File: config.mk
export PLATFORM = sky130hd
export DESIGN_NAME = sequence_controller
export DESIGN_NICKNAME = d
export VERILOG_FILES = /design/src/rtl/cpu_pkg.sv /design/src/rtl/phase_counter.sv /design/src/rtl/sequence_controller.sv
export SDC_FILE = /design/constraint.sdc
export NUM_CORES = 1
export LEC_CHECK = 0
export BUFFER_PORTS_ARGS = -buffer_cell sky130_fd_sc_hd__buf_2
export CORE_AREA = 2 2 39 41
export DETAILED_ROUTE_END_ITERATION = 16
export DIE_AREA = 0 0 41 43
export GPL_TIMING_DRIVEN = 1
export SYNTH_ARGS = -nofsm -noshare
export SYNTH_HDL_FRONTEND = slang
export SYNTH_SLANG_ARGS = --single-unit
File: constraint.sdc
create_clock -name clk -period 1.5 [get_ports clk]
set_input_delay 0.15 -clock clk [delete_from_list [all_inputs] [get_ports clk]]
set_output_delay 0.15 -clock clk [all_outputs]
set_load 0.01 [all_outputs]
File: src/rtl/cpu_pkg.sv
// Shared ISA definitions for the 5-bit-address RISC CPU: opcodes, sequencer
// phases and field widths.
package cpu_pkg;

    localparam int unsigned OPCODE_W = 3;
    localparam int unsigned ADDR_W   = 5;
    localparam int unsigned PHASE_W  = 3;

    typedef enum logic [OPCODE_W-1:0] {
        HLT = 3'd0,
        SKZ = 3'd1,
        ADD = 3'd2,
        AND = 3'd3,
        XOR = 3'd4,
        LDA = 3'd5,
        STO = 3'd6,
        JMP = 3'd7
    } opcode_e;

    typedef enum logic [PHASE_W-1:0] {
        INST_ADDR  = 3'd0,
        INST_FETCH = 3'd1,
        INST_LOAD  = 3'd2,
        IDLE       = 3'd3,
        OP_ADDR    = 3'd4,
        OP_FETCH   = 3'd5,
        ALU_OP     = 3'd6,
        STORE      = 3'd7
    } phase_e;

    // Opcodes that read an operand from memory into the accumulator path.
    function automatic logic is_aluop(opcode_e op);
        return (op == ADD) || (op == AND) || (op == XOR) || (op == LDA);
    endfunction

endpackage

File: src/rtl/phase_counter.sv
// Wrapping 3-bit phase register for the instruction sequencer; hold freezes it.
module phase_counter
    import cpu_pkg::*;
(
    input  logic   clk,
    input  logic   rst,
    input  logic   hold,
    output phase_e phase
);

    phase_e phase_q;
    phase_e phase_d;

    always_comb begin
        phase_d = hold ? phase_q : phase_e'(PHASE_W'(phase_q + 3'd1));
    end

    always_ff @(posedge clk or posedge rst) begin
        if (rst) begin
            phase_q <= INST_ADDR;
        end else begin
            phase_q <= phase_d;
        end
    end

    assign phase = phase_q;

endmodule

File: src/rtl/sequence_controller.sv
// Eight-phase fetch/execute sequencer and control-line decode.
// Build option SEQ_CTRL_HALT_LATCH_EN makes HLT freeze the sequencer until reset.
module sequence_controller
    import cpu_pkg::*;
(
    input  logic                clk,
    input  logic                rst,
    input  logic [OPCODE_W-1:0] opcode,
    input  logic                zero,
    output logic                sel,
    output logic                rd,
    output logic                wr,
    output logic                ld_ir,
    output logic                ld_ac,
    output logic                ld_pc,
    output logic                inc_pc,
    output logic                halt,
    output logic                data_e
);

    phase_e  phase;
    opcode_e op;
    logic    hold;
    logic    halted;
    logic    alu;
    logic    is_sto;
    logic    is_jmp;

    assign op     = opcode_e'(opcode);
    assign alu    = is_aluop(op);
    assign is_sto = (op == STO);
    assign is_jmp = (op == JMP);

`ifdef SEQ_CTRL_HALT_LATCH_EN
    logic halt_q;
    logic halt_d;

    // Hold in the decode cycle too, so the phase never leaves OP_ADDR.
    always_comb begin
        halt_d = halt_q || ((phase == OP_ADDR) && (op == HLT));
    end

    always_ff @(posedge clk or posedge rst) begin
        if (rst) begin
            halt_q <= 1'b0;
        end else begin
            halt_q <= halt_d;
        end
    end

    assign hold   = halt_d;
    assign halted = halt_q;
`else
    assign hold   = 1'b0;
    assign halted = 1'b0;
`endif

    phase_counter u_phase_counter (
        .clk   (clk),
        .rst   (rst),
        .hold  (hold),
        .phase (phase)
    );

    always_comb begin
        sel    = 1'b0;
        rd     = 1'b0;
        wr     = 1'b0;
        ld_ir  = 1'b0;
        ld_ac  = 1'b0;
        ld_pc  = 1'b0;
        inc_pc = 1'b0;
        halt   = 1'b0;
        data_e = 1'b0;
        case (phase)
            INST_ADDR: begin
                sel = 1'b1;
            end
            INST_FETCH: begin
                sel = 1'b1;
                rd  = 1'b1;
            end
            INST_LOAD, IDLE: begin
                sel   = 1'b1;
                rd    = 1'b1;
                ld_ir = 1'b1;
            end
            OP_ADDR: begin
                inc_pc = !halted;
                halt   = halted || (op == HLT);
            end
            OP_FETCH: begin
                rd = alu;
            end
            ALU_OP: begin
                rd     = alu;
                inc_pc = (op == SKZ) && zero;
                ld_pc  = is_jmp;
                data_e = is_sto;
            end
            STORE: begin
                rd     = alu;
                ld_ac  = alu;
                ld_pc  = is_jmp;
                inc_pc = is_jmp;
                wr     = is_sto;
                data_e = is_sto;
            end
            default: begin
            end
        endcase
    end

endmodule

## Yosys cells after proc, flatten, opt, wreduce, memory -nomap -nowiden

Cells that the tools add are included.

- Shift-type cells: 0
- Eq/ne operators: 14
- Div/mod/pow operators: 0
- Multiplexer cells: 9
- Reduce and logical (&&, ||, !) cells: 11
- Bitwise operators: 0
- Order comparisons: 0
- Multiply operators: 0
- Add/sub/neg operators: 1

Operators with widths:

| cell | number |
|---|---|
| $eq A3 B3 Y1 const B | 8 |
| $eq A3 B2 Y1 const B | 4 |
| $mux W1 | 7 |
| $eq A3 B1 Y1 const B | 2 |
| $logic_not A3 Y1 | 2 |
| $reduce_or A3 Y1 | 2 |
| $reduce_or A2 Y1 | 2 |
| $reduce_or A4 Y1 | 1 |
| $add A3 B1 Y3 const B | 1 |
| $logic_or A1 B1 Y1 | 3 |
| $pmux W1 S3 | 1 |
| $pmux W1 S2 | 1 |
| $logic_and A1 B1 Y1 | 1 |

- Logic and storage cells: 36
- Input bits: 6
- ROM bits: 0
- RAM bits: 0
- Latch bits: 0
- Memories: 0
- Output and inout bits: 9
- Flip-flop bits (word level): 3

## Longest topological paths before layout

- Word-level depth: 5
- Depth in mapped cells: 5
- Mapped depth without buffers: 5

## Modules after synthesis

A second synthesis with hierarchy kept.

- Cells, all modules: 29
- Area, all modules: 242.7 um^2

By module, submodules not included:

| module | instances | cells an instance | area an instance (um^2) | sequential area each (um^2) |
|---|---|---|---|---|
| phase_counter | 1 | 9 | 137.6 | 75.1 |
| sequence_controller | 1 | 20 | 105.1 | 0.0 |

## Least setup slack after synthesis

No wires, ideal clock.

- Path kind: register to output
- Start point: register u_phase_counter.phase_q[0] (netlist: u_phase_counter.phase[0])
- End point: output port rd
- Required time: 1.350 ns
- Setup slack: 0.054 ns
- Path buffers: 0
- Cell stages (with the launch flop): 5
- Arrival time: 1.296 ns
- Path through: dfrtp_1 ha_1 ha_1 or3_1 o32a_2

- Word-level cells in the longest chain between the ends: 3
- Elaborated cells on any way between the ends: 9
- Classes of those cells: eq/ne: 6; mux: 1; reduce/logical: 2

Ends and longest elaborated chain:

| item | line | text |
|---|---|---|
| from (decl) | phase_counter.sv:11 | `phase_e phase_q;` |
| from (signal assigned) | phase_counter.sv:22 | `phase_q <= phase_d;` |
| $eq A3 B3 Y1, or another cell as far along | sequence_controller.sv:75 | `case (phase)` |
| $reduce_or A3 Y1 (no source line) | -- |  |
| $pmux W1 S2 * | sequence_controller.sv:75 |  |
| to (decl) | sequence_controller.sv:11 | `output logic rd,` |

Mark *: on every way between the ends. The rest lies on a longest branch, timed or not.

## Worst setup path after layout

- Start point: register u_phase_counter.phase_q[1] (netlist: u_phase_counter.phase[1])
- End point: output port rd

Same word-level chain as after synthesis.

==> results.yml <==
synth:
  seq_area_frac_synth_pct: 27.52
  synth_edf_count: 0
  synth_commonest_cells: "ha_1, inv_1, dfrtp_1, nor2_1, nand2_1"
  synth_cell_type_count: 16
  yosys-top-cells-area: "dfrtp_1, ha_1, inv_1"
  async_flop_share_pct: 100.0
  yosys_most_used_dff: "dfrtp_1"
  yosysWarnings: 0
  synth.net_count: 43
  synth_top_area_cell: "dfrtp_1"
  syn_inst: 31
  netlist_area_um2: 272.8
  synth_top_area_share_pct: 27.52
  ys_ff_latch: 3
  syn_avg_cell_area_um2: 8.799
flow_run:
  max-cap-violations: 0
die:
  initial_core_util_pct: 19.71
  die_h_um: 43
  die_area_um2: 1763
  rows: 14
  pin_count: 15
  die_w_um: 41
  core_um2: 1384
timing:
  skew_ps: 2.233
  fin_crit_ps: 1763
  rsz0062_at_grt: "true"
  slew_viol_final: 0
  relSlewSlack_pct: 88.31
  fmax_ghz: 0.5671
  tightest_slew_ps: 174.1
  finalSetupViolCount: 3
  finalCritPeriodShare_pct: 117.6
  fin_ws_ps: -263.3
  setup_tns_ps: -543.1
  hold_viol: 0
  hold-worst-slack_ps: 318.3
worst_setup_path:
  slowest_stage: "dfrtp_1"
  crit_type: "flip-flop to primary output"
  cp.required_ps: 1350
  path_buf_inv: 2
  cp.arrival_ps: 1610
  start_kind: "flip-flop"
  critPathCaptureType: "primary output"
  crit_fanout: 3
  max_stage_delay_ps: 380
  cpLargestDelayFamily: "flip-flops"
  crit_chain: "buf_4 -> ha_2 -> or3_1 -> o32a_2 -> buf_6"
power:
  power.leakage_nw: 0.2676
  power.total_w: 0.0002422
  power_density_nw_per_um2: 493.7
  irDropWorstVdd_v: 0.0002485
grt:
  grt_pass1_vias: 283
  antenna_found_initial: 0
  grt_usage_pct: 8.972
  grt_pass1_wl_um: 1076
  grt_max_degree: 5
  grt-ovfl-total: 0
clock_tree:
  clock-sinks: 3
  htree_levels: 1
  cts_buffers: 3
  clkTransAtPathRegs_ps: 40
  cts_tree: "done"
  worstSkewPairLatency_ps: 230
  cts_root_buf: "clkbuf_4"
  clock_path_buffers: 2
drt:
  vias: 295
  drt-initial-drc-count: 3
  drt-vias-per-instance: 4.041
  postRouteAntennaNets: 0
  firstDrtPassIters: 3
  drc_errors: 0
  drt_wl_total_um: 651
  wl_per_cell_um: 8.918
place:
  routabilityCongestion: 0.7851
  post-dp-hpwl_um: 520.3
  post-place-ws_ps: -98.38
  placedCellCount: 68
  io_buffers: 14
status:
  violations: "setup timing"
  status: "complete, but fails checks"
layout:
  largest_register_ffs: 3
  nets: 70
  fin_cells: 73
  fill_cells: 157
  area_growth_pct: 79.82
  insertedDiodeCount: 0
  drive_gt1_share_pct: 59.65
hold_path:
  min_path_type: "primary input to asynchronous set/reset pin"
cell usage in the layout, fill, tap and decap left out, types with 2 or more instances in the layout:
cell	n
nor2_1	3
ha_2	5
nand2_1	2
dfrtp_1	3
buf_2	13
buf_4	7
clkbuf_4	3
inv_1	6
path summary, 6_finish.rpt:
| kind | startpoint | to | slack [ps] | depth (start not counted) |
|---|---|---|---|---|
| max | u_phase_counter.phase[1]$_DFF_PP0_ | rd | -260 | 5 |
| min | rst | u_phase_counter.phase[1]$_DFF_PP0_ | 320 | 3 |
| max reg2reg | u_phase_counter.phase[1]$_DFF_PP0_ | u_phase_counter.phase[1]$_DFF_PP0_ | 390 | 4 |
| min reg2reg | u_phase_counter.phase[0]$_DFF_PP0_ | u_phase_counter.phase[0]$_DFF_PP0_ | 610 | 2 |
| max in group asynchronous | rst | u_phase_counter.phase[0]$_DFF_PP0_ | 1060 | 3 |
| min in group clk | u_phase_counter.phase[0]$_DFF_PP0_ | u_phase_counter.phase[0]$_DFF_PP0_ | 610 | 2 |
cells by family (layout without fill, tap and decap cells):
family | count (synthesis) | after routing | share of synthesized area (%)
AOI/OAI and AO/OA | 3 | 3 | 8.256
xor gates and xnor gates | 1 | 1 | 3.212
adders and majority gates | 6 | 6 | 27.52
buffers and inverters | 6 | 32 | 8.256
DFF | 3 | 3 | 27.52
and+or+nand+nor | 12 | 12 | 25.23
timing repair:
item	CTS	global route
hold buffers	1	0
gates resized for setup	6	4
pin swaps	3	0
endpoints found under the hold margin	3	0
setup endpoints to repair	4	6
setup buffers	0	0
routing by layer:
layer | vias up | GRT usage [%] | share of wire, %
li1 | 156 | - | -
met1 | 131 | 10.10 | 37
met2 | 8 | 14.37 | 55
met3 | 0 | 1.571 | 8.8
met4 | 0 | 6.000 | 0
met5 | - | 0 | 0
worst reg2reg max path, cell delays in order (launching register included):
cell and delay [ps]:
dfrtp_1 380, buf_4 150, inv_1 70, buf_4 140, ha_2 260
area by class of cell:
cell class / count / area [um^2] / area share, %
clock buffer: 4 / 26.28 / 5.357
sequential: 3 / 75.07 / 15.31
timing repair buffer: 22 / 138.9 / 28.32
multi-input combinational: 22 / 207.7 / 42.35
inverter: 6 / 22.52 / 4.592
tap: 16 / 20.02 / 4.082
power by group:
group / total, W / internal [W] / leakage, nW / switching (W)
Clock: 0.000141 / 0.0000996 / 0.0150 / 0.0000409
Combinational: 0.0000202 / 0.00000879 / 0.215 / 0.0000114
Sequential: 0.0000814 / 0.0000814 / 0.0379 / 0
per-stage QoR:
stage | utilization, % | cell area [um^2]
after global routing | 35.44 | 490.5
final | 35.44 | 490.5
after detailed placement | 30.02 | 415.4
after global placement | 30.02 | 415.4
after floorplan | - | 272.8
after CTS | 33.82 | 467.9
No activity file was read; power rests on OpenSTA's default activity.
